$ cat config.mk
export PLATFORM = sky130hd
export DESIGN_NAME = fetch_unit
export DESIGN_NICKNAME = d
export VERILOG_FILES = /design/src/rtl/fetch_unit.sv
export SDC_FILE = /design/constraint.sdc
export NUM_CORES = 1
export LEC_CHECK = 0
export BUFFER_PORTS_ARGS = -buffer_cell sky130_fd_sc_hd__buf_2
export CAP_MARGIN = 10
export CORE_AREA = 3 3 182 184
export DETAILED_ROUTE_END_ITERATION = 10
export DIE_AREA = 0 0 185 187
export SLEW_MARGIN = 25
export SYNTH_ARGS = -nofsm -noshare
export SYNTH_HDL_FRONTEND = slang
export SYNTH_SLANG_ARGS = --single-unit
$ cat constraint.sdc
create_clock -name i_clk -period 3.2 [get_ports i_clk]
set_clock_uncertainty 0.2 [all_clocks]
set_input_delay 0.32 -clock i_clk [delete_from_list [all_inputs] [get_ports i_clk]]
set_output_delay 0.32 -clock i_clk [all_outputs]
set_load 0.03 [all_outputs]
$ cat src/rtl/fetch_unit.sv
// Instruction fetch unit: issues one bus request at a time, holds the fetched word for decode,
// and steers to redirect targets, discarding any response that belongs to a stale address.
module fetch_unit #(
    parameter logic [63:0] RESET_PC = 64'h0000_0000_8000_0000
) (
    input  logic        i_clk,
    input  logic        i_reset,
    input  logic        i_redirect_valid,
    input  logic [63:0] i_redirect_pc,
    output logic        o_ireq_valid,
    output logic [63:0] o_ireq_addr,
    input  logic        i_iresp_addr_ok,
    input  logic        i_iresp_data_ok,
    input  logic [31:0] i_iresp_data,
    output logic        o_if_valid,
    output logic [63:0] o_if_pc,
    output logic [31:0] o_if_instr,
    input  logic        i_id_ready
);

    typedef enum logic [1:0] {
        StReq,
        StWait,
        StHold
    } state_e;

    state_e      r_state;
    state_e      w_state_next;
    logic [63:0] r_pc;
    logic [63:0] w_pc_next;
    logic [63:0] r_req_addr;
    logic [63:0] w_req_addr_next;
    logic        r_drop;
    logic        w_drop_next;
    logic        r_if_valid;
    logic        w_if_valid_next;
    logic [63:0] r_if_pc;
    logic [63:0] w_if_pc_next;
    logic [31:0] r_if_instr;
    logic [31:0] w_if_instr_next;
    logic [63:0] w_pc_plus4;

    // Modulo 2^64 by construction: the carry out of bit 63 is simply lost.
    assign w_pc_plus4 = r_pc + 64'd4;

    always_ff @(posedge i_clk) begin
        if (i_reset) begin
            r_state    <= StReq;
            r_pc       <= RESET_PC;
            r_req_addr <= RESET_PC;
            r_drop     <= 1'b0;
            r_if_valid <= 1'b0;
            r_if_pc    <= 64'd0;
            r_if_instr <= 32'd0;
        end else begin
            r_state    <= w_state_next;
            r_pc       <= w_pc_next;
            r_req_addr <= w_req_addr_next;
            r_drop     <= w_drop_next;
            r_if_valid <= w_if_valid_next;
            r_if_pc    <= w_if_pc_next;
            r_if_instr <= w_if_instr_next;
        end
    end

    always_comb begin
        w_state_next    = r_state;
        w_pc_next       = r_pc;
        w_req_addr_next = r_req_addr;
        w_drop_next     = r_drop;
        w_if_valid_next = r_if_valid;
        w_if_pc_next    = r_if_pc;
        w_if_instr_next = r_if_instr;

        unique case (r_state)
            StReq: begin
                // The request address stays put on redirect; its response is dropped later.
                if (i_redirect_valid) begin
                    w_pc_next   = i_redirect_pc;
                    w_drop_next = 1'b1;
                end
                if (i_iresp_addr_ok) begin
                    w_state_next = StWait;
                end
            end
            StWait: begin
                if (i_iresp_data_ok) begin
                    if (r_drop || i_redirect_valid) begin
                        w_drop_next  = 1'b0;
                        w_state_next = StReq;
                        if (i_redirect_valid) begin
                            w_pc_next       = i_redirect_pc;
                            w_req_addr_next = i_redirect_pc;
                        end else begin
                            w_req_addr_next = r_pc;
                        end
                    end else begin
                        w_if_valid_next = 1'b1;
                        w_if_pc_next    = r_pc;
                        w_if_instr_next = i_iresp_data;
                        w_state_next    = StHold;
                    end
                end else if (i_redirect_valid) begin
                    w_pc_next   = i_redirect_pc;
                    w_drop_next = 1'b1;
                end
            end
            StHold: begin
                // Redirect beats a same-cycle decode accept: the held word is squashed.
                if (i_redirect_valid) begin
                    w_if_valid_next = 1'b0;
                    w_pc_next       = i_redirect_pc;
                    w_req_addr_next = i_redirect_pc;
                    w_state_next    = StReq;
                end else if (i_id_ready) begin
                    w_if_valid_next = 1'b0;
                    w_pc_next       = w_pc_plus4;
                    w_req_addr_next = w_pc_plus4;
                    w_state_next    = StReq;
                end
            end
            default: begin
                w_state_next = StReq;
            end
        endcase
    end

    assign o_ireq_valid = (r_state == StReq);
    assign o_ireq_addr  = r_req_addr;
    assign o_if_valid   = r_if_valid;
    assign o_if_pc      = r_if_pc;
    assign o_if_instr   = r_if_instr;

endmodule

==> results.json <==
{
  "yosysSeqAreaShare_pct": 41.3,
  "setup_tns_ns": 0,
  "end_kind": "flip-flop",
  "synth-async-reset-ratio_pct": 0,
  "utilization_pct": 46.3,
  "core_area_um2": 31600,
  "rsz0062_at_grt": "no",
  "intPower_mw": 5.18,
  "num_vias": 11900,
  "r2r-start": "r_pc[6]$_SDFFE_PP0P_",
  "hold_violations": 0,
  "grtUsageTotal_pct": 23.0,
  "path_max_fanout": 18,
  "grt_max_degree": 80,
  "power_density_nw_per_um2": 485,
  "min_path_type": "in -> reg",
  "clockPowerShare_pct": 44.4,
  "routed_via_density": 5.46,
  "die_h_um": 187,
  "gr-total-overflow": 0,
  "cp.arrival_ns": 3.29,
  "clock_latency_ns": 0.55,
  "drive_gt1_share_pct": 21.4,
  "antenna_found_initial": 0,
  "hpwl_um": 29300,
  "cap_viol_max_count": 0,
  "wl_per_cell_um": 19.3,
  "startpoint_type": "flip-flop",
  "rr_worst_depth": 9,
  "switchingPower_mw": 1.90,
  "design_area_um2": 14600,
  "clock_path_buffers": 3,
  "ys.flop_type": "dfxtp_1",
  "synth_cell_types": 68,
  "setup_viol": 0,
  "grt_pass1_vias": 11400,
  "cts_buffers": 27,
  "nNetsFinal": 1866,
  "p_leak_nw": 5.69,
  "dp_slack_ns": 0.244,
  "syn2layout_area_growth_pct": 32.2,
  "syn_inst": 1463,
  "p_sw_share_pct": 26.8,
  "synth_nets": 1566,
  "min_period_over_period_pct": 95.3,
  "cp.required_ns": 3.44,
  "drv_slew": 0,
  "finalCriticalPeriod_ns": 3.05,
  "crit_end": "o_ireq_addr[45]$_SDFFE_PP0P_",
  "gp_congestion": 0.908,
  "synth_area_um2": 11000,
  "fmax_mhz": 328,
  "first_pass_iters": 5,
  "p_seq_share_pct": 43.5,
  "crit_start": "r_pc[6]$_SDFFE_PP0P_",
  "ir_worst_vdd_v": 0.000367,
  "start_util_pct": 35.0,
  "synth_warnings": 0,
  "postCtsSetupRepairBufs": 0,
  "synth_edf_count": 0,
  "r2r-end": "o_ireq_addr[45]$_SDFFE_PP0P_",
  "drc_errors": 0,
  "port_buffers": 263,
  "wirelength_um": 42200,
  "cts.sinks": 228,
  "r2r_slack_ns": 0.15,
  "slew_headroom_pct": 40.7,
  "avgSynthCellArea_um2": 7.55,
  "root_buffer": "clkbuf_16",
  "fill_cells": 3183,
  "die_x_um": 185,
  "drtAntennaViolNets": 0,
  "fin_hold_ws_ns": 0.0186,
  "worst_slew_pin_slew_ns": 0.886,
  "io-pin-count": 264,
  "cts.htree.levels": 1,
  "clk_pin_slew_ns": 0.06,
  "setup_slack_ns": 0.149,
  "grt_pass1_wl_um": 64700,
  "dpl_cell_area_um2": 12800,
  "design.die.area_um2": 34600,
  "rows": 65,
  "cts_tree": "built",
  "ys_ff_latch": 228,
  "outcome": "finished clean",
  "comb_power_share_pct": 12.0,
  "drt_iter0_drc": 971,
  "critical_path_class": "reg -> reg"
}
## cell families (layout without fill, tap and decap cells)
family | count (synthesis) | count (layout) | share of synthesized area [%]
simple gates | 645 | 645 | 27.3
fa+ha+maj | 1 | 1 | 0.113
mux | 16 | 16 | 1.45
xor+xnor | 43 | 43 | 3.41
flops | 228 | 228 | 41.3
other cells | 0 | 2 | 0
buf+inv | 137 | 455 | 4.85
compound gates | 393 | 393 | 21.5
## per-stage QoR
step / instances / total power [mW]
global placement: 2051 / 3.88
detailed placement: 2051 / 3.89
floorplan: 1463 / 3.58
CTS: 2183 / 7.11
finish: 2185 / 7.08
global route: 2183 / 7.33
## registers in the layout, summed over array words and instances, names as in the netlist
| name | count |
|---|---|
| o_ireq_addr | 64 |
| o_if_valid | 1 |
| o_if_instr | 32 |
| o_if_pc | 64 |
| r_state | 2 |
| r_pc | 64 |
| r_drop | 1 |
## synth_stat cells, types with 10 or more instances
master    instances  area [um2]
nand3_1          37         185
a21oi_1         159         796
buf_2            14        70.1
clkbuf_1        104         390
nand2_1         352        1320
dfxtp_1         228        4560
mux2i_1          16         160
o21ai_0          86         430
a211oi_1         13        97.6
o31a_1           10        87.6
and3_1           12        75.1
and2_1           13        81.3
a31oi_1          20         125
nor3_1           36         180
xor2_1           12         105
nor2_1           79         297
o22ai_1          17         106
nand4_1          31         194
a22o_1           13         114
xnor2_1          31         272
a22oi_1          14         105
nor4_1           28         175
## cells in the final DEF (no fill, tap or decap), drive strengths merged, types with 8 or more instances in the layout
cell type	count
a211oi	13
a21oi	159
a22o	13
a22oi	14
a31oi	20
and2	13
and3	12
and4	9
buf	314
clkbuf	38
dfxtp	228
dlygate4sd3	85
inv	9
mux2i	16
nand2	352
nand3	38
nand4	35
nor2	79
nor3	38
nor4	34
o21ai	87
o22ai	17
o31a	10
o31ai	9
o41ai	9
or3	8
xnor2	31
xor2	12
## power groups by stage
stage	clock network [mW]	logic, mW	registers [mW]
2_1_floorplan	0	0.422	3.16
3_3_place_gp	0	0.752	3.13
3_5_place_dp	0	0.758	3.14
4_1_cts	3.20	0.844	3.07
5_1_grt	3.31	0.919	3.09
6_report	3.14	0.851	3.08
## worst min path at each step
stage,from,end,slack [ns],cells after the start
2_1_floorplan,r_pc[0]$_SDFFE_PP0P_,o_if_pc[0]$_SDFFE_PP0P_,0.24,2
3_3_place_gp,o_if_instr[30]$_SDFFE_PP0P_,o_if_instr[30]$_SDFFE_PP0P_,0.24,2
3_5_place_dp,o_ireq_addr[4]$_SDFFE_PP0P_,o_ireq_addr[4]$_SDFFE_PP0P_,0.24,2
4_1_cts,i_redirect_pc[42],r_pc[42]$_SDFFE_PP0P_,0.002,5
5_1_grt,i_redirect_pc[42],r_pc[42]$_SDFFE_PP0P_,0.02,5
6_report,i_redirect_pc[42],r_pc[42]$_SDFFE_PP0P_,0.02,5
## worst max-delay path: stages, from the launching register on
cell and delay, ns:
dfxtp_1 0.47, nand4_4 0.29, nor4_2 0.33, buf_4 0.19, nand4_1 0.08, buf_4 0.22, o31a_1 0.31, o21ai_0 0.19
a31oi_1 0.10, dlygate4sd3_1 0.56
## final cells by class
class	count	area [um2]	area share, %
multi-input combinational	1098	5990	41.0
sequential	228	4570	31.3
timing repair buffer	399	2610	17.9
clock buffer	38	767	5.25
tap	402	503	3.45
clock inverter	9	128	0.874
inverter	9	33.8	0.231
antenna	2	5.00	0.0343
## layer usage
layer | GRT usage [%] | wire [um]
met1 | 31.4 | 18500
met2 | 37.6 | 19800
met3 | 3.29 | 2780
met4 | 7.36 | 1170
met5 | 0 | 0
## timing repair
action,CTS,global route
endpoints found under the hold margin,138,0
hold buffers,85,0
gates resized for setup,0,2
endpoints found under the setup margin,0,1
(Power assumes the default switching activity.)
